`src/rtl/mac_tx_framer.sv`:
```
// ---------------------------------------------------------------------------
// mac_tx_framer
//
// Gigabit Ethernet transmit framer. On an accepted request it emits one
// complete byte-wide GMII frame: 7x 0x55 preamble, 0xD5 SFD, destination MAC,
// source MAC, type field, payload fetched from an external single-port read
// buffer, zero padding up to the 46-byte minimum, and the CRC-32 FCS. The
// frame is followed by an inter-frame gap before the next request is taken.
//
// Ports
//   GMII_TX_CLK  in   125 MHz transmit clock (only clock)
//   reset_n      in   synchronous active-low reset
//   MAC_addr     in   source MAC, sampled at acceptance
//   Dst_MAC      in   destination MAC, sampled at acceptance
//   Tx_len       in   payload length, sampled at acceptance, clamped to 1500
//   Tx_req       in   level request, accepted when the framer is idle
//   Tx_ack       out  one-cycle pulse on acceptance
//   Tx_busy      out  high from acceptance through the end of the IFG
//   Tx_done      out  one-cycle pulse in the first IFG cycle
//   Rd_en        out  payload buffer read enable
//   Rd_Addr      out  payload buffer address (data returns next clock)
//   Rd_data      in   payload buffer read data
//   GMII_TXD     out  transmit byte
//   GMII_TX_EN   out  transmit enable
//   GMII_TX_ER   out  transmit error, tied low
// ---------------------------------------------------------------------------
module mac_tx_framer #(
  parameter int          ADDR_BITS  = 11,
  parameter logic [15:0] ETH_TYPE   = 16'hAA55,
  parameter int          IFG_CYCLES = 12
) (
  input  logic                 GMII_TX_CLK,
  input  logic                 reset_n,
  input  logic [47:0]          MAC_addr,
  input  logic [47:0]          Dst_MAC,
  input  logic [10:0]          Tx_len,
  input  logic                 Tx_req,
  output logic                 Tx_ack,
  output logic                 Tx_busy,
  output logic                 Tx_done,
  output logic                 Rd_en,
  output logic [ADDR_BITS-1:0] Rd_Addr,
  input  logic [7:0]           Rd_data,
  output logic [7:0]           GMII_TXD,
  output logic                 GMII_TX_EN,
  output logic                 GMII_TX_ER
);

  localparam logic [2:0] ST_IDLE = 3'd0;
  localparam logic [2:0] ST_PRE  = 3'd1;
  localparam logic [2:0] ST_SFD  = 3'd2;
  localparam logic [2:0] ST_HDR  = 3'd3;
  localparam logic [2:0] ST_DATA = 3'd4;
  localparam logic [2:0] ST_PAD  = 3'd5;
  localparam logic [2:0] ST_FCS  = 3'd6;
  localparam logic [2:0] ST_IFG  = 3'd7;

  localparam logic [10:0] MAX_LEN     = 11'd1500;
  localparam logic [10:0] MIN_PAYLOAD = 11'd46;
  localparam logic [10:0] PRE_LAST    = 11'd6;
  localparam logic [10:0] HDR_LAST    = 11'd13;
  localparam logic [10:0] FCS_LAST    = 11'd3;
  localparam logic [10:0] IFG_LAST    = 11'(IFG_CYCLES - 1);
  // Address 0 goes out with header byte 12 so that byte 0 lands right
  // after header byte 13 through the one-cycle buffer latency.
  localparam logic [10:0] RD_START    = 11'd12;
  localparam logic [31:0] CRC_INIT    = 32'hFFFF_FFFF;
  localparam logic [31:0] CRC_POLY    = 32'h04C1_1DB7;

  function automatic logic [7:0] rev8(input logic [7:0] d);
    for (int i = 0; i < 8; i++) begin
      rev8[i] = d[7-i];
    end
  endfunction

  function automatic logic [31:0] rev32(input logic [31:0] d);
    for (int i = 0; i < 32; i++) begin
      rev32[i] = d[31-i];
    end
  endfunction

  // MSB-first CRC-32 over one byte, d[7] shifted in first.
  function automatic logic [31:0] crc32_d8(input logic [7:0] d, input logic [31:0] c);
    logic [31:0] r;
    logic        fb;
    r = c;
    for (int i = 7; i >= 0; i--) begin
      fb = r[31] ^ d[i];
      r  = {r[30:0], 1'b0} ^ ({32{fb}} & CRC_POLY);
    end
    return r;
  endfunction

  function automatic logic [7:0] hdr_byte(input logic [10:0] idx, input logic [47:0] dst,
                                          input logic [47:0] src, input logic [15:0] etype);
    case (idx)
      11'd0:   hdr_byte = dst[47:40];
      11'd1:   hdr_byte = dst[39:32];
      11'd2:   hdr_byte = dst[31:24];
      11'd3:   hdr_byte = dst[23:16];
      11'd4:   hdr_byte = dst[15:8];
      11'd5:   hdr_byte = dst[7:0];
      11'd6:   hdr_byte = src[47:40];
      11'd7:   hdr_byte = src[39:32];
      11'd8:   hdr_byte = src[31:24];
      11'd9:   hdr_byte = src[23:16];
      11'd10:  hdr_byte = src[15:8];
      11'd11:  hdr_byte = src[7:0];
      11'd12:  hdr_byte = etype[15:8];
      11'd13:  hdr_byte = etype[7:0];
      default: hdr_byte = 8'h00;
    endcase
  endfunction

  logic [2:0]           state_q, state_d;
  logic [10:0]          cnt_q, cnt_d;
  logic [47:0]          dst_q, dst_d;
  logic [47:0]          src_q, src_d;
  logic [10:0]          len_q, len_d;
  logic [10:0]          pad_q, pad_d;
  logic [31:0]          crc_q, crc_d;
  logic [7:0]           txd_q, txd_d;
  logic                 tx_en_q, tx_en_d;
  logic                 ack_q, ack_d;
  logic                 busy_q, busy_d;
  logic                 done_q, done_d;
  logic                 rd_en_q, rd_en_d;
  logic [ADDR_BITS-1:0] rd_addr_q, rd_addr_d;

  logic                 accept_s;
  logic [10:0]          len_clamp_s;
  logic [31:0]          fcs_s;
  logic [11:0]          fetch_idx_s;
  logic                 fetch_win_s;

  // Clamp the requested length to the largest legal payload.
  always_comb begin
    if (Tx_len > MAX_LEN) begin
      len_clamp_s = MAX_LEN;
    end else begin
      len_clamp_s = Tx_len;
    end
  end

  // Frame sequencing: state and byte position of the byte on the wire next cycle.
  always_comb begin
    state_d  = state_q;
    cnt_d    = cnt_q;
    dst_d    = dst_q;
    src_d    = src_q;
    len_d    = len_q;
    pad_d    = pad_q;
    accept_s = 1'b0;
    case (state_q)
      ST_IDLE: begin
        if (Tx_req) begin
          accept_s = 1'b1;
        end else begin
          cnt_d = 11'd0;
        end
      end
      ST_PRE: begin
        if (cnt_q == PRE_LAST) begin
          state_d = ST_SFD;
          cnt_d   = 11'd0;
        end else begin
          cnt_d = cnt_q + 11'd1;
        end
      end
      ST_SFD: begin
        state_d = ST_HDR;
        cnt_d   = 11'd0;
      end
      ST_HDR: begin
        if (cnt_q == HDR_LAST) begin
          state_d = (len_q != 11'd0) ? ST_DATA : ST_PAD;
          cnt_d   = 11'd0;
        end else begin
          cnt_d = cnt_q + 11'd1;
        end
      end
      ST_DATA: begin
        if (cnt_q == len_q - 11'd1) begin
          state_d = (pad_q != 11'd0) ? ST_PAD : ST_FCS;
          cnt_d   = 11'd0;
        end else begin
          cnt_d = cnt_q + 11'd1;
        end
      end
      ST_PAD: begin
        if (cnt_q == pad_q - 11'd1) begin
          state_d = ST_FCS;
          cnt_d   = 11'd0;
        end else begin
          cnt_d = cnt_q + 11'd1;
        end
      end
      ST_FCS: begin
        if (cnt_q == FCS_LAST) begin
          state_d = ST_IFG;
          cnt_d   = 11'd0;
        end else begin
          cnt_d = cnt_q + 11'd1;
        end
      end
      ST_IFG: begin
        // The last gap cycle is where the framer turns idle, so a held
        // request starts the next preamble with no extra dead cycle.
        if (cnt_q == IFG_LAST) begin
          if (Tx_req) begin
            accept_s = 1'b1;
          end else begin
            state_d = ST_IDLE;
            cnt_d   = 11'd0;
          end
        end else begin
          cnt_d = cnt_q + 11'd1;
        end
      end
      default: begin
        state_d = ST_IDLE;
        cnt_d   = 11'd0;
      end
    endcase

    if (accept_s) begin
      state_d = ST_PRE;
      cnt_d   = 11'd0;
      dst_d   = Dst_MAC;
      src_d   = MAC_addr;
      len_d   = len_clamp_s;
      pad_d   = (len_clamp_s < MIN_PAYLOAD) ? (MIN_PAYLOAD - len_clamp_s) : 11'd0;
    end else begin
      pad_d = pad_q;
    end
  end

  // Next output byte, CRC accumulation and payload prefetch, all keyed off
  // the next state so that every output leaves a flop.
  always_comb begin
    txd_d       = 8'h00;
    tx_en_d     = 1'b1;
    crc_d       = crc_q;
    rd_en_d     = 1'b0;
    rd_addr_d   = rd_addr_q;
    fcs_s       = rev32(~crc_q);
    fetch_idx_s = 12'd0;
    fetch_win_s = 1'b0;
    case (state_d)
      ST_IDLE: tx_en_d = 1'b0;
      ST_PRE:  txd_d   = 8'h55;
      ST_SFD: begin
        txd_d = 8'hD5;
        crc_d = CRC_INIT;
      end
      ST_HDR: begin
        txd_d = hdr_byte(cnt_d, dst_q, src_q, ETH_TYPE);
        crc_d = crc32_d8(rev8(txd_d), crc_q);
      end
      ST_DATA: begin
        txd_d = Rd_data;
        crc_d = crc32_d8(rev8(txd_d), crc_q);
      end
      ST_PAD: begin
        txd_d = 8'h00;
        crc_d = crc32_d8(rev8(txd_d), crc_q);
      end
      ST_FCS: begin
        case (cnt_d[1:0])
          2'd0:    txd_d = fcs_s[7:0];
          2'd1:    txd_d = fcs_s[15:8];
          2'd2:    txd_d = fcs_s[23:16];
          2'd3:    txd_d = fcs_s[31:24];
          default: txd_d = 8'h00;
        endcase
      end
      ST_IFG:  tx_en_d = 1'b0;
      default: tx_en_d = 1'b0;
    endcase

    // Fetch index = payload byte that will be on the wire two cycles later.
    if (state_d == ST_HDR && cnt_d >= RD_START) begin
      fetch_win_s = 1'b1;
      fetch_idx_s = {1'b0, cnt_d - RD_START};
    end else if (state_d == ST_DATA) begin
      fetch_win_s = 1'b1;
      fetch_idx_s = {1'b0, cnt_d} + 12'd2;
    end else begin
      fetch_win_s = 1'b0;
    end

    if (fetch_win_s && (fetch_idx_s < {1'b0, len_q})) begin
      rd_en_d   = 1'b1;
      rd_addr_d = ADDR_BITS'(fetch_idx_s);
    end else begin
      rd_en_d = 1'b0;
    end
  end

  // Handshake and status pulses.
  always_comb begin
    ack_d  = accept_s;
    busy_d = (state_d != ST_IDLE);
    if (state_d == ST_IFG && cnt_d == 11'd0) begin
      done_d = 1'b1;
    end else begin
      done_d = 1'b0;
    end
  end

  // State and output registers with synchronous active-low reset.
  always_ff @(posedge GMII_TX_CLK) begin
    if (!reset_n) begin
      state_q   <= ST_IDLE;
      cnt_q     <= 11'd0;
      dst_q     <= 48'd0;
      src_q     <= 48'd0;
      len_q     <= 11'd0;
      pad_q     <= 11'd0;
      crc_q     <= 32'd0;
      txd_q     <= 8'h00;
      tx_en_q   <= 1'b0;
      ack_q     <= 1'b0;
      busy_q    <= 1'b0;
      done_q    <= 1'b0;
      rd_en_q   <= 1'b0;
      rd_addr_q <= '0;
    end else begin
      state_q   <= state_d;
      cnt_q     <= cnt_d;
      dst_q     <= dst_d;
      src_q     <= src_d;
      len_q     <= len_d;
      pad_q     <= pad_d;
      crc_q     <= crc_d;
      txd_q     <= txd_d;
      tx_en_q   <= tx_en_d;
      ack_q     <= ack_d;
      busy_q    <= busy_d;
      done_q    <= done_d;
      rd_en_q   <= rd_en_d;
      rd_addr_q <= rd_addr_d;
    end
  end

  assign Tx_ack     = ack_q;
  assign Tx_busy    = busy_q;
  assign Tx_done    = done_q;
  assign Rd_en      = rd_en_q;
  assign Rd_Addr    = rd_addr_q;
  assign GMII_TXD   = txd_q;
  assign GMII_TX_EN = tx_en_q;
  assign GMII_TX_ER = 1'b0;

endmodule

```
`config.mk`:
```
export PLATFORM = sky130hd
export DESIGN_NAME = mac_tx_framer
export DESIGN_NICKNAME = d
export VERILOG_FILES = /design/src/rtl/mac_tx_framer.sv
export SDC_FILE = /design/constraint.sdc
export NUM_CORES = 1
export LEC_CHECK = 0
export CELL_PAD_IN_SITES_DETAIL_PLACEMENT = 0
export CELL_PAD_IN_SITES_GLOBAL_PLACEMENT = 1
export CORE_MARGIN = 3
export CORE_UTILIZATION = 35
export DETAILED_ROUTE_END_ITERATION = 8
export MAX_ROUTING_LAYER = met4
export PLACE_DENSITY_LB_ADDON = 0.25
export REMOVE_ABC_BUFFERS = 1
export SYNTH_ARGS = -nofsm -noshare
export SYNTH_HDL_FRONTEND = slang
export SYNTH_SLANG_ARGS = --single-unit
```
`constraint.sdc`:
```
create_clock -name GMII_TX_CLK -period 6.5 [get_ports GMII_TX_CLK]
set_input_delay 0.65 -clock GMII_TX_CLK [delete_from_list [all_inputs] [get_ports GMII_TX_CLK]]
set_output_delay 0.65 -clock GMII_TX_CLK [all_outputs]
set_load 0.02 [all_outputs]
```
==> results.py <==
metrics = {
    "synth": {
        "yosys.area.top_type_share_pct": 29.3,
        "synth.most_common_cell": "nand2_1",
        "synth_area_leader_cell": "dfxtp_1",
        "ys_seq_area_share_pct": 29.3,
        "syn_area_per_cell_um2": 7.80,
        "synth_area_leaders": "dfxtp_1 (29%), xnor2_1 (9.3%), nand2_1 (9.0%)",
        "syn-cell-area_um2": 12900,
        "synth-seq-cells": 188,
        "yosys.cell_types.count": 94,
        "synthArstFlopShare_pct": 0,
        "netlist_top_cells_count": "nand2_1 (309), dfxtp_1 (188), a21oi_1 (168), xnor2_1 (136), clkbuf_1 (102)",
        "yosys_warnings": 0,
        "synth_cells": 1648,
        "synth_edf_count": 0,
        "ys.flop_type": "dfxtp_1",
    },
    "routing": {
        "drtAntennaViolNets": 0,
        "wire_per_inst_um": 20.9,
        "vias": 12781,
        "drc": 0,
        "wl_met3_um": 3110,
        "wl_met2_um": 20300,
        "drt-met1-wl_um": 22000,
        "routed_wl_um": 46400,
        "top_layer": "met4",
        "vias_per_cell": 5.76,
        "drt_iter0_markers": 1200,
        "drt_pre_antenna_iters": 7,
    },
    "power": {
        "power_frac_clock_pct": 36.5,
        "netSwitchingFraction_pct": 30.9,
        "pwr-share-seq_pct": 42.1,
        "p_switching_uw": 907,
        "share_comb_of_total_power_pct": 21.5,
        "p_leak_nw": 5.66,
        "power_density_nw_per_um2": 190,
        "intPower_mw": 2.02,
        "peakVddDrop_mv": 0.189,
    },
    "timing": {
        "setup_viol": 0,
        "relSlewSlack_pct": 23.8,
        "worst_slew_pin_slew_ps": 1140,
        "hold_viol": 0,
        "setup_ws_ps": 460,
        "max_freq_mhz": 166,
        "rsz0062_at_grt": "no",
        "skew_ps": 16.8,
        "hold_slack_ps": 457,
        "layout_min_cycle_time_ps": 6040,
        "final_max_slew_viol_count": 0,
        "final.period_utilization_pct": 92.9,
    },
    "clocking": {
        "clkTransAtPathRegs_ps": 80,
        "cts_hold_buf": 0,
        "htree_levels": 4,
        "cts_buffer_depth": 2,
        "cts_tree": "done",
        "cts_made_buffers": 17,
        "root_buffer": "clkbuf_16",
        "cts.sinks": 188,
        "clock_latency_ps": 460,
    },
    "cells_and_area": {
        "area_growth_pct": 20.3,
        "nFillCells": 3685,
        "final-instance-count-excl-fill": 2219,
        "n_antenna_cell": 0,
        "drive_gt1_share_pct": 8.30,
        "final_cell_area_um2": 15500,
        "fin_nets": 1886,
    },
    "min_path": {
        "hp-class": "reg2reg",
    },
    "floorplanning": {
        "start_util_pct": 35.8,
        "die-area_um2": 39100,
        "ioPinCount": 143,
        "die_y_um": 198,
        "row_count": 69,
        "die_width_um": 198,
        "coreArea_um2": 35900,
    },
    "setup_path": {
        "start_kind": "flop",
        "cp.arrival_ps": 6440,
        "crit_required_ps": 6900,
        "critPathKind": "reg2reg",
        "end_kind": "flop",
        "path_max_fanout": 26,
    },
    "placed_design": {
        "dp_hpwl_um": 33200,
        "dp_cells": 2182,
        "place.gp.congestion": 0.917,
        "post_dp_cell_area_um2": 14800,
        "dp_slack_ps": 145,
        "io_buffers": 141,
    },
    "global_routing": {
        "grt.overflow.total": 0,
        "track_usage_pct": 24.1,
        "grt_pass1_vias": 12268,
        "antenna_found_initial": 0,
        "grt_max_degree": 103,
        "grt_pass1_wl_um": 71900,
    },
    "status": {
        "status": "complete, no violations",
    },
    "run": {
        "drv_cap": 0,
    },
}
-- area by class of cell --
type                            instances  area (um^2)  area share, %
Clock buffer                           17          425           2.75
Tap cell                              461          577           3.73
Multi-Input combinational cell       1309         8560           55.3
Timing Repair Buffer                  198         1860           12.0
Sequential cell                       188         3760           24.3
Inverter                               32          123          0.793
Clock inverter                         14          151          0.979
-- repair_timing --
action                                  CTS  global route
endpoints found under the hold margin     0             0
resized for setup                         0            15
endpoints found under the setup margin    0            15
setup buffers                             0             5
-- registers in the layout, summed over array words and instances, names as in the netlist --
register,flops
Rd_Addr,11
Tx_busy,1
pad_q,11
GMII_TX_EN,1
dst_q,48
state_q,3
Tx_ack,1
len_q,11
Tx_done,1
cnt_q,11
Rd_en,1
src_q,48
GMII_TXD,8
crc_q,32
-- cells by family after synthesis --
group                      count (synthesis)  synth area share (%)
other                                      1                0.0292
and+or+nand+nor                          590                  20.7
adders and majority gates                 22                  2.14
xor gates and xnor gates                 225                  17.8
muxes                                     25                  1.99
buffers and inverters                    151                  4.59
DFF                                      188                  29.3
AOI/OAI and AO/OA                        446                  23.4
-- critical path: stages (launching register included) --
cell and delay (ps):
dfxtp_1 360, inv_1 80, ha_2 210, or3b_2 460
o31a_1 270, a2111o_1 340, a2111o_1 420, o21bai_4 210
and4_4 270, nand2_1 80, nand2_2 110, inv_1 90
ha_1 320, buf_12 210, a222oi_1 380, a21boi_1 220
a211oi_1 80, a221oi_4 440, xnor2_1 200, xnor2_2 330
xnor3_1 450, or3_1 360, nand3_1 80
-- layer usage --
metal,vias up,GRT usage (%)
li1,6043,-
met1,6152,34.1
met2,517,35.9
met3,69,3.31
met4,0,7.05
met5,-,-
-- worst paths after layout --
| path | start | cells past startpoint | slack (ps) | to |
|---|---|---|---|---|
| worst max-delay path | pad_q[0] | 22 | 460 | crc_q[12] |
| worst min-delay path | src_q[39] | 2 | 460 | src_q[39] |
| worst min register to register | src_q[39] | 2 | 460 | src_q[39] |
| worst max register to register | pad_q[0] | 22 | 460 | crc_q[12] |
-- per-stage QoR --
stage / util, % / power (mW) / TNS (ps)
2_1_floorplan: - / 1.65 / -86020
3_3_place_gp: 41.2 / 1.88 / 0
3_5_place_dp: 41.2 / 1.88 / 0
4_1_cts: 42.8 / 2.95 / 0
5_1_grt: 43.1 / 3.05 / 0
6_report: 43.1 / 2.93 / 0
-- placed cells by master, fill, tap and decap left out, types with 20 or more instances in the layout --
cell type and n:
ha_1 20, o21ai_0 67, nand3_1 53, inv_1 30, clkdlybuf4s50_1 141, mux2i_1 21, xnor2_1 136, xor2_1 63
nand2_1 308, buf_4 53, a21oi_1 167, dfxtp_1 187, nor3_1 30, nor2_1 90
-- power groups by stage --
stage,Clock (mW),Sequential [mW],Combinational (mW)
after floorplan,0,1.25,0.395
after global placement,0,1.26,0.619
after detailed placement,0,1.26,0.620
after CTS,1.09,1.23,0.624
after global routing,1.13,1.24,0.680
final,1.07,1.23,0.629
Note: power is estimated with default switching activity, not from simulation.
